File: src/rtl/sync_fifo_pkg.sv
// Shared defaults and pointer-width derivation for the synchronous FIFO.
package sync_fifo_pkg;

    localparam int DATA_WIDTH_DEF = 8;
    localparam int DEPTH_DEF      = 16;

    // Pointer width needed to address every entry of a power-of-two deep FIFO.
    function automatic int addr_width_f(input int depth);
        return $clog2(depth);
    endfunction

    localparam int ADDR_WIDTH_DEF = addr_width_f(DEPTH_DEF);

endpackage

File: src/rtl/sync_fifo_mem.sv
// FIFO storage array: one synchronous write port, one synchronous read port.
// The array and the read register carry no reset; the controller masks the
// read register until the first read after reset.
module sync_fifo_mem
    import sync_fifo_pkg::*;
#(
    parameter int DATA_WIDTH = DATA_WIDTH_DEF,
    parameter int DEPTH      = DEPTH_DEF,
    parameter int ADDR_WIDTH = addr_width_f(DEPTH)
) (
    input  logic                  clk,
    input  logic                  wr_en,
    input  logic [ADDR_WIDTH-1:0] wr_addr,
    input  logic [DATA_WIDTH-1:0] wr_data,
    input  logic                  rd_en,
    input  logic [ADDR_WIDTH-1:0] rd_addr,
    output logic [DATA_WIDTH-1:0] rd_data
);

    logic [DATA_WIDTH-1:0] mem_r [DEPTH];
    logic [DATA_WIDTH-1:0] rd_data_r;

    // Store the write word at the write address on an accepted write.
    always_ff @(posedge clk) begin
        if (wr_en) begin
            mem_r[wr_addr] <= wr_data;
        end
    end

    // Capture the addressed entry on an accepted read; hold otherwise.
    always_ff @(posedge clk) begin
        if (rd_en) begin
            rd_data_r <= mem_r[rd_addr];
        end
    end

    assign rd_data = rd_data_r;

endmodule

File: src/rtl/sync_fifo.sv
// Synchronous FIFO controller: pointers, occupancy count and status flags.
// Optional half_full output is compiled in with SYNC_FIFO_HALFFULL_EN.
module sync_fifo
    import sync_fifo_pkg::*;
#(
    parameter int DATA_WIDTH = DATA_WIDTH_DEF,
    parameter int DEPTH      = DEPTH_DEF
) (
    input  logic                  clk,
    input  logic                  reset,
    input  logic                  w_enable,
    input  logic                  r_enable,
    input  logic [DATA_WIDTH-1:0] w_data,
    output logic [DATA_WIDTH-1:0] r_data,
    output logic                  full,
    output logic                  empty
`ifdef SYNC_FIFO_HALFFULL_EN
    ,
    output logic                  half_full
`endif
);

    localparam int ADDR_WIDTH = addr_width_f(DEPTH);

    localparam logic [ADDR_WIDTH-1:0] PTR_ONE  = (ADDR_WIDTH)'(1);
    localparam logic [ADDR_WIDTH-1:0] PTR_ZERO = (ADDR_WIDTH)'(0);
    localparam logic [ADDR_WIDTH:0]   CNT_ONE  = (ADDR_WIDTH+1)'(1);
    localparam logic [ADDR_WIDTH:0]   CNT_ZERO = (ADDR_WIDTH+1)'(0);
    localparam logic [ADDR_WIDTH:0]   CNT_FULL = (ADDR_WIDTH+1)'(DEPTH);
`ifdef SYNC_FIFO_HALFFULL_EN
    localparam logic [ADDR_WIDTH:0]   CNT_HALF = (ADDR_WIDTH+1)'(DEPTH / 2);
`endif

    logic [ADDR_WIDTH-1:0] wr_ptr_r;
    logic [ADDR_WIDTH-1:0] rd_ptr_r;
    logic [ADDR_WIDTH:0]   count_r;
    logic                  rd_valid_r;
    logic                  wr_accept_s;
    logic                  rd_accept_s;
    logic [DATA_WIDTH-1:0] mem_rd_data_s;

    // Status flags decode registered count only, so inputs never reach them.
    always_comb begin
        full  = (count_r == CNT_FULL);
        empty = (count_r == CNT_ZERO);
    end

`ifdef SYNC_FIFO_HALFFULL_EN
    // Half-full decode from the registered count.
    always_comb begin
        half_full = (count_r >= CNT_HALF);
    end
`endif

    // A request is accepted only when its flag permits it; a full FIFO drops
    // a write even if a read frees a slot on the same edge.
    always_comb begin
        wr_accept_s = w_enable & ~full;
        rd_accept_s = r_enable & ~empty;
    end

    // Pointer, count and read-data-valid state; reset discards all entries.
    always_ff @(posedge clk or negedge reset) begin
        if (!reset) begin
            wr_ptr_r   <= PTR_ZERO;
            rd_ptr_r   <= PTR_ZERO;
            count_r    <= CNT_ZERO;
            rd_valid_r <= 1'b0;
        end else begin
            if (wr_accept_s) begin
                wr_ptr_r <= wr_ptr_r + PTR_ONE;
            end
            if (rd_accept_s) begin
                rd_ptr_r   <= rd_ptr_r + PTR_ONE;
                rd_valid_r <= 1'b1;
            end
            case ({wr_accept_s, rd_accept_s})
                2'b10:   count_r <= count_r + CNT_ONE;
                2'b01:   count_r <= count_r - CNT_ONE;
                default: count_r <= count_r;
            endcase
        end
    end

    // Read data is zero from reset until the first accepted read, then holds
    // the storage read register, which only changes on accepted reads.
    always_comb begin
        if (rd_valid_r) begin
            r_data = mem_rd_data_s;
        end else begin
            r_data = {DATA_WIDTH{1'b0}};
        end
    end

    sync_fifo_mem #(
        .DATA_WIDTH (DATA_WIDTH),
        .DEPTH      (DEPTH),
        .ADDR_WIDTH (ADDR_WIDTH)
    ) u_mem (
        .clk     (clk),
        .wr_en   (wr_accept_s),
        .wr_addr (wr_ptr_r),
        .wr_data (w_data),
        .rd_en   (rd_accept_s),
        .rd_addr (rd_ptr_r),
        .rd_data (mem_rd_data_s)
    );

endmodule

File: config.mk
export PLATFORM = sky130hd
export DESIGN_NAME = sync_fifo
export DESIGN_NICKNAME = d
export VERILOG_FILES = /design/src/rtl/sync_fifo_pkg.sv /design/src/rtl/sync_fifo_mem.sv /design/src/rtl/sync_fifo.sv
export SDC_FILE = /design/constraint.sdc
export NUM_CORES = 1
export LEC_CHECK = 0
export ABC_AREA = 0
export BUFFER_PORTS_ARGS = -buffer_cell sky130_fd_sc_hd__buf_4
export CORE_MARGIN = 4
export CORE_UTILIZATION = 45
export DETAILED_ROUTE_END_ITERATION = 6
export PLACE_DENSITY_LB_ADDON = 0.12
export REMOVE_ABC_BUFFERS = 1
export SYNTH_ARGS = -nofsm -noshare
export SYNTH_HDL_FRONTEND = slang
export SYNTH_HIERARCHICAL = 1
export SYNTH_SLANG_ARGS = --single-unit
File: constraint.sdc
create_clock -name clk -period 3.9 [get_ports clk]
set_clock_uncertainty 0.15 [all_clocks]
set_input_delay 0.195 -clock clk [delete_from_list [all_inputs] [get_ports clk]]
set_output_delay 0.195 -clock clk [all_outputs]
set_load 0.005 [all_outputs]
* After elaboration in Yosys (flattened, before gate mapping) *
Memory sizes are Yosys's and may differ from the RTL's. A register that Yosys moved wholly into a read port is not among the register bits.
Cells that the tools add are included.
Widths: inputs -> output; s select.

word-level totals
  memories kept = 1
  bits of input ports = 12
  logic and storage cells = 22
  register bits after elaboration = 14
  RAM bits = 128

operators by class
  multiplexer cells = 4
  reductions and logical operators = 2
  equal/unequal tests = 3
  add/subtract/negate cells = 4
  bitwise gates (word level) = 4

memory list
  name         words  bits a word  read ports  clocked after Yosys merged registers in  wr ports  RTL line             source
  u_mem.mem_r  16     8            1           1                                        1         sync_fifo_mem.sv:20  logic [DATA_WIDTH-1:0] mem_r [DEPTH];

operator list
  kind                 number
  $pmux 5 s2           1
  $add 4x1->4 const B  2
  $mux 8               1
  $add 5x1->5 const B  1
  $eq 5x5->1 const B   1
  $logic_not 5->1      1
  $sub 5x1->5 const B  1
  $and 1x1->1          2
  $eq 2x1->1 const B   1
  $eq 2x2->1 const B   1
  $mux 1               2
  $not 1->1            2
  $reduce_bool 2->1    1

* Depth between registers and ports, before layout *
  word-level depth = 5
  gate-level depth with buffers = 8

* Modules after synthesis *
Netlist, hierarchy kept.

by module, submodules not included
  module         area each (um^2)  cells each  instances
  sync_fifo_mem  5227.5            229         1
  sync_fifo      869.6             81          1

* Worst setup path after synthesis *
OpenSTA, ideal clock, no wires.

  path type = register to register
  from = register count_r[3]
  to = register count_r[4]
  data required time = 3616 ps
  setup slack = 812 ps
  arrival = 2804 ps
  path buffers = 0
  cell stages (with the launch flop) = 9
  cells stage by stage = dfrtp_1 or4_4 o21ai_4 inv_1 ha_1 ha_1 or4b_2 o311ai_0 o211ai_1

on the way
  longest elaborated chain between the ends = 5

ends and longest elaborated chain
  element                                          RTL line         source
  start: declaration                               sync_fifo.sv:36  logic [ADDR_WIDTH:0] count_r;
  start signal: assignment                         sync_fifo.sv:78  2'b10: count_r <= count_r + CNT_ONE;
  start signal: assignment                         sync_fifo.sv:79  2'b01: count_r <= count_r - CNT_ONE;
  start signal: assignment                         sync_fifo.sv:80  default: count_r <= count_r;
  $logic_not 5->1 (*)                              sync_fifo.sv:45  empty = (count_r == CNT_ZERO);
  $not 1->1 (*)                                    sync_fifo.sv:59  rd_accept_s = r_enable & ~empty;
  $and 1x1->1 (*)                                  sync_fifo.sv:59
  via rd_accept_s                                  sync_fifo.sv:39  logic rd_accept_s;
  $eq 2x1->1 or $eq 2x2->1 (tied branches)         sync_fifo.sv:77  case ({wr_accept_s, rd_accept_s})
  $pmux 5 s2 or $reduce_bool 2->1 (tied branches)  n/a

The timed path passes the listed nets; every way through them passes the cells marked *.
A chain may end at the register's enable or synchronous reset.

* Worst setup path in the final report *
Ends and elaborated chain as after synthesis.

==> results by stage <==
Clock network:
- The H-tree was split into 4 levels.
- The maximum clock insertion buffer count is 2.
- Counting the buffers created by CTS gives 17.
- At the later pin of the worst-skew pair, clock insertion delay measures 0.41 ns.
- The buffer cell driving the clock tree root is sky130_fd_sc_hd__clkbuf_16.
- The number of clock sinks is 150.
- The post-cts gate resize count is 0.
- TritonCTS built the clock tree.
- The post-CTS clock slew at the launch and capture registers of the worst setup and hold paths is 0.06 ns.

Pwr:
- Power comes to 0.00529 W.
- In this run the power density over the cells is 740 nW/um2.
- In this run the static leakage power is 2.43 nW.
- The worst vdd rail ir drop is 0.311 mV.

Synthesis:
- Of the total synthesized cell area, the portion taken by full adders, half adders and majority gates is 0.0156.
- After synthesis, the largest family of logic cells by area is multiplexers.
- Counting flops with an async set or reset pin after synthesis yields a share of 0.0933.
- The count of mapped cells out of synthesis is 310.
- In this run, synthesis inferred 136 flip-flops with an integrated enable.
- The Yosys warning count is 6.
- The share of the Yosys chip area taken by registers is 0.727.
- Of the total synthesized cell area, the portion taken by AND, OR, NAND and NOR gates is 0.0568.
- The most used flip-flop cell after synthesis is sky130_fd_sc_hd__edfxtp_1.
- The portion of synthesized area spent on multiplexers is 0.134.
- The fraction of the mapped netlist area in compound gates is 0.0367.
- The mean post-synth cell area is 19.7 um2.
- The synthesized netlist occupies a cell area of 6100 um2.
- The synthesized netlist contains 42 unique library cells.
- The synthesized design contains 150 register bits.
- Of the total synthesized cell area, the portion taken by XOR and XNOR cells is 0.0115.

Detailed routing:
- The initial detailed-routing violation count is 233.
- The routed via count is 3,016.
- The routed via count divided by cell count is 5.53.
- After detailed routing, the total wire length is 11,900 um.
- After detailed routing, the wire length on met1 is 5340 um.
- The routed design uses 5850 um of met2 wire.
- In the routed design, unresolved DRC markers number 0.
- The iteration count of the initial detailed-routing pass is 4.
- Wire segments on met3 add up to 522 um in the final route.
- The remaining antenna violation count after routing is 0.
- Dividing the detail-routed wire length by the instance count gives 21.8 um.
- The highest metal layer carrying signal wires in the routed design is met4.

Worst setup path:
- The worst setup path is captured at a register.
- STA puts the critical path data arrival time at 3.49 ns.
- The classification of the worst setup path is reg -> reg.
- The critical-path maximum fanout is 10.
- The required time of the critical path is 4.03 ns.
- The category of the worst setup path launch point is a register.

STA:
- For the pin with the worst max-slew slack, the measured transition is 0.950 ns.
- The clock period could shrink to 3.35 ns.
- Setup repair after global routing left no endpoint under its margin.
- The hold violation total from the final report is 0.
- The setup TNS is 0 ns.
- The tightest slew margin relative to the limit is 0.364.
- The max-slew violation count is 0.
- The count of endpoints failing setup in the final report is 0.
- The share of the cycle needed by the critical path after routing is 0.860.
- The peak clock frequency supported by timing is 298 MHz.

Cells and area:
- After the last flow step, the layout net total stands at 376.
- The fraction of layout cells with a size suffix above 1 is 0.225.
- The commonest non-fill, non-tap cell in the layout is sky130_fd_sc_hd__edfxtp_1.
- The post-route standard cell area excluding fillers is 7150 um2.
- The top cell types in the final layout, fill and taps aside, are 136 x sky130_fd_sc_hd__edfxtp_1, 29 x sky130_fd_sc_hd__buf_4, 18 x sky130_fd_sc_hd__mux4_2.
- The final non-filler cell total is 545.
- The number of diodes is 0.
- Compared with the post-synthesis result, the final layout area differs by 17.2%.

Min path:
- In this run the worst hold path is classified as in -> async.

Floorplan:
- The width of the die is 124 um.
- After floorplanning, the core was divided into 42 placement rows.
- The I/O pin count is 22.
- For this configuration, the core starts out at a cell density of 0.460.
- The die is 124 um tall.
- The total area inside the core boundary comes to 13,200 um2.
- The floorplan step defined a die boundary enclosing 15,500 um2.

Global routing:
- The initial antenna violation count is 0.
- The number of global-route vias before repair is 3,136.
- The first-pass GRT wire length is 18,600 um.
- The remaining global-route overflow is 0.
- Entering global routing, the biggest net connects 36 pins.
- The overall routing resource usage is 0.164.

Placed design:
- The number of placed instances with taps included is 503.
- The placer's final routability congestion estimate is 0.738.
- The post-DP HPWL is 7450 um.
- The post-detailed-placement cell area is 6440 um2.
- The count of buffers added on input and output ports is 21.

Status:
- The flow ran to the end, and the final reports show no timing, DRC or antenna violations.

Flow run:
- The total of max-cap violations is 0.
[state kept, by name, indices dropped and copies added, names as in the netlist]
name,flops
u_mem/rd_data,8
rd_ptr_r,4
count_r,5
rd_valid_r,1
u_mem/mem_r,128
wr_ptr_r,4
[area by class of cell]
cell class                      instances  area (um2)
Timing Repair Buffer                   40         328
Inverter                                4        15.0
Clock inverter                         11         158
Clock buffer                           20         437
Tap cell                              176         220
Fill cell                            1087        6090
Multi-Input combinational cell        144        1550
Sequential cell                       150        4440
[layer usage]
layer	track usage	vias to the layer above
met5	0	-
met4	0.0696	0
met3	0.0416	14
met2	0.257	66
met1	0.219	1567
li1	-	1369
[kinds of logic after synthesis]
logic type	after synthesis
compound gates	31
simple gates	62
flops	150
fa+ha+maj	7
buf+inv	16
mux	36
xor+xnor	8
[critical path, stage by stage, from the launching register on]
cell	delay, ns
sky130_fd_sc_hd__dfrtp_1	0.42
sky130_fd_sc_hd__or4_4	0.59
sky130_fd_sc_hd__o21ai_4	0.19
sky130_fd_sc_hd__inv_1	0.21
sky130_fd_sc_hd__ha_1	0.36
sky130_fd_sc_hd__ha_1	0.41
sky130_fd_sc_hd__or4b_2	0.65
sky130_fd_sc_hd__o311ai_0	0.12
sky130_fd_sc_hd__o211ai_1	0.12
[per-stage QoR]
step,hold slack [ns],utilization,setup slack (ns)
6_report,0.0215,0.540,0.546
4_1_cts,0.00644,0.540,0.551
2_1_floorplan,-0.251,-,0.811
3_5_place_dp,-0.0852,0.487,0.566
5_1_grt,0.0456,0.540,0.394
3_3_place_gp,-0.0898,0.487,0.646
[report_power, final]
group	total [W]	leakage (nW)	internal, W	switching (W)
Combinational	0.00130	0.750	0.000661	0.000642
Sequential	0.00234	1.40	0.00205	0.000293
Clock	0.00164	0.285	0.00106	0.000586
[repair_timing]
item / in CTS / in global routing
buffers inserted: 0 / 0
hold endpoints to repair: 147 / 0
hold buffers: 11 / 0
[synthesized netlist by cell type (2+ instances only)]
master,count,share of area
sky130_fd_sc_hd__xor2_1,3,0.0043
sky130_fd_sc_hd__o21ai_0,3,0.0025
sky130_fd_sc_hd__a22oi_1,16,0.020
sky130_fd_sc_hd__nand2_1,11,0.0068
sky130_fd_sc_hd__ha_1,6,0.012
sky130_fd_sc_hd__clkdlybuf4s25_2,3,0.0049
sky130_fd_sc_hd__mux4_2,18,0.066
sky130_fd_sc_hd__and2_1,10,0.010
sky130_fd_sc_hd__xnor2_1,5,0.0072
sky130_fd_sc_hd__a21oi_1,6,0.0049
sky130_fd_sc_hd__edfxtp_1,136,0.67
sky130_fd_sc_hd__mux2_2,3,0.0055
sky130_fd_sc_hd__nand3_1,4,0.0033
sky130_fd_sc_hd__nor2_1,14,0.0086
sky130_fd_sc_hd__nor3_1,4,0.0033
sky130_fd_sc_hd__o211ai_1,2,0.0025
sky130_fd_sc_hd__buf_6,3,0.0055
sky130_fd_sc_hd__mux4_1,14,0.060
sky130_fd_sc_hd__nand2b_1,3,0.0031
sky130_fd_sc_hd__dfrtp_1,14,0.057
sky130_fd_sc_hd__nand3b_1,2,0.0025
sky130_fd_sc_hd__nor3b_1,5,0.0062
sky130_fd_sc_hd__inv_1,4,0.0025
sky130_fd_sc_hd__buf_2,3,0.0025
[path summary, 6_finish.rpt]
check | to | from | cells past startpoint | slack (ns)
setup / recovery | count_r[4]$_DFFE_PN0P_ | count_r[3]$_DFFE_PN0P_ | 8 | 0.55
max in group asynchronous | rd_ptr_r[0]$_DFFE_PN0P_ | reset | 2 | 3.39
min in group clk | wr_ptr_r[3]$_DFFE_PN0P_ | wr_ptr_r[3]$_DFFE_PN0P_ | 1 | 0.39
hold reg to reg | wr_ptr_r[3]$_DFFE_PN0P_ | wr_ptr_r[3]$_DFFE_PN0P_ | 1 | 0.39
setup reg to reg | count_r[4]$_DFFE_PN0P_ | count_r[3]$_DFFE_PN0P_ | 8 | 0.55
hold / removal | wr_ptr_r[2]$_DFFE_PN0P_ | reset | 2 | 0.02
No activity file was read; power rests on OpenSTA's default activity.
